## config.mk

```make
export PLATFORM = sky130hd
export DESIGN_NAME = mem_port_arbiter_flat
export DESIGN_NICKNAME = d
export VERILOG_FILES = /design/src/rtl/mem_port_arbiter_if.sv /design/src/rtl/mem_port_arbiter.sv /design/src/flat_wrapper.sv
export SDC_FILE = /design/constraint.sdc
export NUM_CORES = 1
export LEC_CHECK = 0
export CORE_AREA = 5 5 542 544
export CTS_CLUSTER_SIZE = 8
export DETAILED_ROUTE_END_ITERATION = 8
export DIE_AREA = 0 0 547 549
export HOLD_SLACK_MARGIN = 0.12
export PLACE_DENSITY = 0.3
export SLEW_MARGIN = 10
export SYNTH_ARGS = -nofsm -noshare
export SYNTH_HDL_FRONTEND = slang
export SYNTH_SLANG_ARGS = --single-unit
```

## constraint.sdc

```tcl
create_clock -name clk -period 2.65 [get_ports clk]
set_input_delay 0.3975 -clock clk [delete_from_list [all_inputs] [get_ports clk]]
set_output_delay 0.3975 -clock clk [all_outputs]
set_load 0.05 [all_outputs]
```

## src/rtl/mem_port_arbiter_if.sv

```systemverilog
// ---------------------------------------------------------------------------
// mem_port_arbiter_if
// Bundles the three buses around the memory port arbiter:
//   I-cache port : i_read, i_address -> i_rdata, i_resp
//   D-cache port : d_read, d_write, d_address, d_wdata -> d_rdata, d_resp
//   Memory port  : pmem_read, pmem_write, pmem_address, pmem_wdata
//                  <- pmem_rdata, pmem_resp
// Modports:
//   slave  - the arbiter (takes cache requests, drives physical memory)
//   master - the surrounding environment (caches + physical memory)
// ---------------------------------------------------------------------------
interface mem_port_arbiter_if #(
    parameter int LINE_W = 256,
    parameter int ADDR_W = 32
);
    // I-cache side
    logic              i_read;
    logic [ADDR_W-1:0] i_address;
    logic [LINE_W-1:0] i_rdata;
    logic              i_resp;

    // D-cache side
    logic              d_read;
    logic              d_write;
    logic [ADDR_W-1:0] d_address;
    logic [LINE_W-1:0] d_wdata;
    logic [LINE_W-1:0] d_rdata;
    logic              d_resp;

    // Physical memory side
    logic              pmem_read;
    logic              pmem_write;
    logic [ADDR_W-1:0] pmem_address;
    logic [LINE_W-1:0] pmem_wdata;
    logic [LINE_W-1:0] pmem_rdata;
    logic              pmem_resp;

    modport slave (
        input  i_read, i_address,
        output i_rdata, i_resp,
        input  d_read, d_write, d_address, d_wdata,
        output d_rdata, d_resp,
        output pmem_read, pmem_write, pmem_address, pmem_wdata,
        input  pmem_rdata, pmem_resp
    );

    modport master (
        output i_read, i_address,
        input  i_rdata, i_resp,
        output d_read, d_write, d_address, d_wdata,
        input  d_rdata, d_resp,
        input  pmem_read, pmem_write, pmem_address, pmem_wdata,
        output pmem_rdata, pmem_resp
    );
endinterface

```

## src/rtl/mem_port_arbiter.sv

```systemverilog
// ---------------------------------------------------------------------------
// mem_port_arbiter
// Shares one physical memory port between an I-cache (line fills) and a
// D-cache (line fills and writebacks). One transaction in flight at a time;
// contention in IDLE is resolved round robin against the last granted side.
// All outputs come straight from flops.
// Ports:
//   clk - clock, rising edge
//   rst - synchronous active-high reset
//   bus - mem_port_arbiter_if.slave (cache request ports + memory port)
// ---------------------------------------------------------------------------
module mem_port_arbiter #(
    parameter int LINE_W = 256,
    parameter int ADDR_W = 32
) (
    input  logic                clk,
    input  logic                rst,
    mem_port_arbiter_if.slave   bus
);

    typedef enum logic [2:0] {
        ST_IDLE,
        ST_I_BUSY,
        ST_D_BUSY,
        ST_I_DONE,
        ST_D_DONE
    } state_t;

    // last_grant encoding: 0 = I-cache, 1 = D-cache
    localparam logic GRANT_I = 1'b0;
    localparam logic GRANT_D = 1'b1;

    state_t            state_q,        state_d;
    logic              last_grant_q,   last_grant_d;
    logic              pmem_read_q,    pmem_read_d;
    logic              pmem_write_q,   pmem_write_d;
    logic [ADDR_W-1:0] addr_q,         addr_d;
    logic [LINE_W-1:0] wdata_q,        wdata_d;
    logic [LINE_W-1:0] line_q,         line_d;
    logic              i_resp_q,       i_resp_d;
    logic              d_resp_q,       d_resp_d;

    logic i_req;
    logic d_req;
    logic grant_d;

    always_comb begin
        state_d      = state_q;
        last_grant_d = last_grant_q;
        pmem_read_d  = pmem_read_q;
        pmem_write_d = pmem_write_q;
        addr_d       = addr_q;
        wdata_d      = wdata_q;
        line_d       = line_q;
        i_resp_d     = 1'b0;
        d_resp_d     = 1'b0;

        i_req   = bus.i_read;
        d_req   = bus.d_read | bus.d_write;
        // D wins when it is alone, or on contention when I had the last grant.
        grant_d = d_req & (~i_req | (last_grant_q == GRANT_I));

        case (state_q)
            ST_IDLE: begin
                if (grant_d) begin
                    state_d      = ST_D_BUSY;
                    last_grant_d = GRANT_D;
                    addr_d       = bus.d_address;
                    wdata_d      = bus.d_wdata;
                    // A simultaneous read+write is taken as the writeback.
                    pmem_write_d = bus.d_write;
                    pmem_read_d  = ~bus.d_write;
                end else if (i_req) begin
                    state_d      = ST_I_BUSY;
                    last_grant_d = GRANT_I;
                    addr_d       = bus.i_address;
                    pmem_read_d  = 1'b1;
                end
            end
            ST_I_BUSY: begin
                if (bus.pmem_resp) begin
                    state_d     = ST_I_DONE;
                    pmem_read_d = 1'b0;
                    line_d      = bus.pmem_rdata;
                    i_resp_d    = 1'b1;
                end
            end
            ST_D_BUSY: begin
                if (bus.pmem_resp) begin
                    state_d      = ST_D_DONE;
                    pmem_read_d  = 1'b0;
                    pmem_write_d = 1'b0;
                    line_d       = bus.pmem_rdata;
                    d_resp_d     = 1'b1;
                end
            end
            // The resp pulse is visible during DONE; requests are not looked
            // at here, so a still-high request is re-sampled in IDLE.
            ST_I_DONE: state_d = ST_IDLE;
            ST_D_DONE: state_d = ST_IDLE;
            default:   state_d = ST_IDLE;
        endcase
    end

    always_ff @(posedge clk) begin
        if (rst) begin
            state_q      <= ST_IDLE;
            last_grant_q <= GRANT_I;
            pmem_read_q  <= 1'b0;
            pmem_write_q <= 1'b0;
            addr_q       <= '0;
            wdata_q      <= '0;
            line_q       <= '0;
            i_resp_q     <= 1'b0;
            d_resp_q     <= 1'b0;
        end else begin
            state_q      <= state_d;
            last_grant_q <= last_grant_d;
            pmem_read_q  <= pmem_read_d;
            pmem_write_q <= pmem_write_d;
            addr_q       <= addr_d;
            wdata_q      <= wdata_d;
            line_q       <= line_d;
            i_resp_q     <= i_resp_d;
            d_resp_q     <= d_resp_d;
        end
    end

    assign bus.pmem_read    = pmem_read_q;
    assign bus.pmem_write   = pmem_write_q;
    assign bus.pmem_address = addr_q;
    assign bus.pmem_wdata   = wdata_q;
    assign bus.i_rdata      = line_q;
    assign bus.d_rdata      = line_q;
    assign bus.i_resp       = i_resp_q;
    assign bus.d_resp       = d_resp_q;

endmodule

```

## src/flat_wrapper.sv

```systemverilog
// flat-port wrapper written by rule: the top's interface ports become plain ports
module mem_port_arbiter_flat 
#(
    parameter int LINE_W = 256,
    parameter int ADDR_W = 32
)
  (clk, rst, bus_i_read, bus_i_address, bus_i_rdata, bus_i_resp, bus_d_read, bus_d_write, bus_d_address, bus_d_wdata, bus_d_rdata, bus_d_resp, bus_pmem_read, bus_pmem_write, bus_pmem_address, bus_pmem_wdata, bus_pmem_rdata, bus_pmem_resp);
  mem_port_arbiter_if #(.LINE_W(LINE_W), .ADDR_W(ADDR_W)) bus_i ();
  input  logic clk;
  input  logic rst;
  input wire logic [$bits(bus_i.i_read)-1:0] bus_i_read;
  input wire logic [$bits(bus_i.i_address)-1:0] bus_i_address;
  output wire logic [$bits(bus_i.i_rdata)-1:0] bus_i_rdata;
  output wire logic [$bits(bus_i.i_resp)-1:0] bus_i_resp;
  input wire logic [$bits(bus_i.d_read)-1:0] bus_d_read;
  input wire logic [$bits(bus_i.d_write)-1:0] bus_d_write;
  input wire logic [$bits(bus_i.d_address)-1:0] bus_d_address;
  input wire logic [$bits(bus_i.d_wdata)-1:0] bus_d_wdata;
  output wire logic [$bits(bus_i.d_rdata)-1:0] bus_d_rdata;
  output wire logic [$bits(bus_i.d_resp)-1:0] bus_d_resp;
  output wire logic [$bits(bus_i.pmem_read)-1:0] bus_pmem_read;
  output wire logic [$bits(bus_i.pmem_write)-1:0] bus_pmem_write;
  output wire logic [$bits(bus_i.pmem_address)-1:0] bus_pmem_address;
  output wire logic [$bits(bus_i.pmem_wdata)-1:0] bus_pmem_wdata;
  input wire logic [$bits(bus_i.pmem_rdata)-1:0] bus_pmem_rdata;
  input wire logic [$bits(bus_i.pmem_resp)-1:0] bus_pmem_resp;
  assign bus_i.i_read = bus_i_read;
  assign bus_i.i_address = bus_i_address;
  assign bus_i_rdata = bus_i.i_rdata;
  assign bus_i_resp = bus_i.i_resp;
  assign bus_i.d_read = bus_d_read;
  assign bus_i.d_write = bus_d_write;
  assign bus_i.d_address = bus_d_address;
  assign bus_i.d_wdata = bus_d_wdata;
  assign bus_d_rdata = bus_i.d_rdata;
  assign bus_d_resp = bus_i.d_resp;
  assign bus_pmem_read = bus_i.pmem_read;
  assign bus_pmem_write = bus_i.pmem_write;
  assign bus_pmem_address = bus_i.pmem_address;
  assign bus_pmem_wdata = bus_i.pmem_wdata;
  assign bus_i.pmem_rdata = bus_pmem_rdata;
  assign bus_i.pmem_resp = bus_pmem_resp;
  mem_port_arbiter #(.LINE_W(LINE_W), .ADDR_W(ADDR_W)) u_core (.clk(clk), .rst(rst), .bus(bus_i));
endmodule
```

==> flow_summary.ini <==
[run_status]
status = completed

[die]
start_util_pct = 7.92
die_w_um = 547
fp.dieArea_sq_mm = 0.300
core_area_sq_mm = 0.289
io_pins = 1386
row_count = 198
die_h_um = 549

[pwr]
p_int_mw = 19.3
swShare_pct = 40.4
leakage_nw = 14.3
switchingPower_mw = 13.1
pwr-share-comb_pct = 36.7
powerDensity_mw_per_mm2 = 741
power_frac_seq_pct = 30.7
power_frac_clock_pct = 32.6
ir_worst_vdd_mv = 0.428

[placed_design]
io_buffer_count = 1385
placed_cell_area_sq_mm = 0.0399
place_congestion = 0.810
hpwl_um = 148000
placed_cells = 7589

[timing]
finalCritPeriodShare_pct = 96.5
finalSetupViolations = 0
rsz0062_at_grt = false
tns_ns = 0
holdWs_ns = 0.224
period_minus_slack_ns = 2.56
finalMaxSlewViolations = 0
fmax_ghz = 0.391
skew_ns = 0.0502
tightest_slew_ns = 0.763
finalHoldViolations = 0
maxSlewHeadroom_pct = 49.0

[layout]
area_growth_pct = 90.9
final_nets = 4592
drive_above_1_share_pct = 6.94
stdcell_area_sq_mm = 0.0437
post-route-util_pct = 15.1
fill_cells = 32700
stdcell_count = 7859

[cts]
cts_buffers = 87
clock_sinks = 552
cts.path.max_buffers = 4
htree_num_levels = 3
tritoncts = yes
cts.reportedPaths.clkPinSlew_ns = 0.05
root_buffer = clkbuf_16
clock_latency_ns = 0.76

[synthesis]
postSynthCellCount = 2820
synth.area.top_cells = dfxtp_1, a21oi_1, nand3_1
synth_ff_type = dfxtp_1
synth_top_area_share_pct = 48.3
syn_avg_cell_area_sq_um = 8.12
synth_top_cells_by_count = dfxtp_1, a21oi_1, nand3_1
yosysWarningCount = 0
synth_cell_types = 29
synth.most_common_cell = dfxtp_1
synth-seq-area-share_pct = 48.3
ys_ff_latch = 552
netlist.top_cell.by_area = dfxtp_1
async_flop_share_pct = 0
synth_area_sq_mm = 0.0229
synth_enable_flop_cells = 0
syn_nets = 3402

[global_routing]
overflow = 0
grt_max_degree = 78
grt.met2_usage_pct = 20.1
antenna_found_initial = 85
grt_use_met1_pct = 13.1
grt_pass1_wl_um = 246000
grt.busiest_layer = met2
first_global_vias = 27000
grt_util_met3_pct = 4.44
grt_use_total_pct = 11.6

[critical_path]
crit_chain = clkdlybuf4s50_1
cp-end-kind = output pin
worstSetupPathType = reg -> out
cp_top_family = buffers and inverters
cp.arrival_ns = 2.16
cp_max_fo = 3
rrSetupSlack_ns = 0.20
worst-path-buf-inv = 1
worst_setup_path_start_kind = flip-flop
crit_path_max_incr_delay_ns = 0.88
critPathRequiredTime_ns = 2.25
cpMaxStageDelayCell = clkdlybuf4s50_1

[worst_hold_path]
hp-class = in -> reg

[route]
viasPerCell = 3.38
wl_per_cell_um = 23.5
dr.first_iter.drc_count = 1457
ant_nets = 0
dr.pass1.iters = 5
vias = 26600
routed_wl_um = 185000
drc = 0

[job]
maxCapViolCount = 0
-- layer usage --
layer / wire (um) / share of wire [%] / up-vias
li1: - / - / 12100
met1: 72400 / 39 / 12900
met2: 90000 / 49 / 1216
met3: 16400 / 8.9 / 298
met4: 6040 / 3.3 / 36
met5: 222 / 0.12 / -
-- area by class of cell --
type / instances / area [sq um] / share of cell area, %
flip-flops and latches: 552 / 11100 / 25.3
repair buffers: 1666 / 16700 / 38.2
diodes: 27 / 67.6 / 0.155
clock inverters: 10 / 158 / 0.361
well taps: 3800 / 4750 / 10.9
clock buffers: 101 / 2260 / 5.17
multi-input cells: 1701 / 8710 / 19.9
inverters: 2 / 7.51 / 0.0172
-- placed cells by master, fill, tap and decap left out, drive strengths merged, types with 2 or more instances in the layout --
cell,count
nand2,68
a311oi,32
buf,168
a21oi,548
clkdlybuf4s50,1337
or3,2
nor2b,3
nor3,3
clkbuf,102
dlygate4sd2,30
diode,27
dlygate4sd3,130
o221ai,2
nor4,5
nand3,513
bufinv,3
o21ai,515
dfxtp,552
inv,4
clkinv,4
-- state kept, by name, indices dropped and copies added (netlist names) --
signal	count
u_core.last_grant_q	1
u_core.bus.pmem_address	32
u_core.bus.pmem_wdata	256
u_core.bus.d_resp	1
u_core.bus.pmem_write	1
u_core.bus.i_resp	1
u_core.bus.d_rdata	256
u_core.bus.pmem_read	1
u_core.state_q	3
-- final timing paths --
check / startpoint / to / cells past startpoint
worst max-delay path: u_core.bus.d_rdata[147] / bus_i_rdata[147] / 1
worst min-delay path: bus_d_wdata[37] / u_core.bus.pmem_wdata[37] / 3
worst max register to register: u_core.state_q[0] / u_core.bus.pmem_address[7] / 7
worst min register to register: u_core.bus.pmem_wdata[252] / u_core.bus.pmem_wdata[252] / 2
-- per-stage QoR --
stage          worst slack, ns  power [mW]
4_1_cts                0.00277        33.2
3_3_place_gp             0.275        22.0
2_1_floorplan             1.18        16.8
3_5_place_dp             0.268        22.0
5_1_grt                0.00739        34.0
6_report                0.0919        32.4
-- logic make-up after synthesis --
kind of cell,synth area share (%)
XOR/XNOR,0.142
flip-flops,48.3
buffers and inverters,14.1
AND/OR/NAND/NOR,12.8
AO/OA/AOI/OAI,24.8
-- tightest hold or removal path: stages --
cell,delay [ns]
clkdlybuf4s50_1,0.40
nand3_1,0.09
a21oi_1,0.06
-- power by group through the flow --
stage / Combinational, mW / Clock (mW) / Sequential, mW
floorplan: 4.11 / 0 / 12.6
CTS: 12.0 / 11.2 / 9.97
global route: 12.5 / 11.4 / 10.0
detailed placement: 11.9 / 0 / 10.1
global placement: 11.9 / 0 / 10.1
finish: 11.9 / 10.6 / 9.94
-- timing repair --
action | in CTS | in global routing
buffers inserted | 0 | 1
hold endpoints to repair | 131 | 0
endpoints found under the setup margin | 30 | 1
resized for setup | 30 | 1
gates cloned | 0 | 1
hold buffers | 130 | 0
pin swaps | 0 | 1
Note: power is estimated with default switching activity, not from simulation.
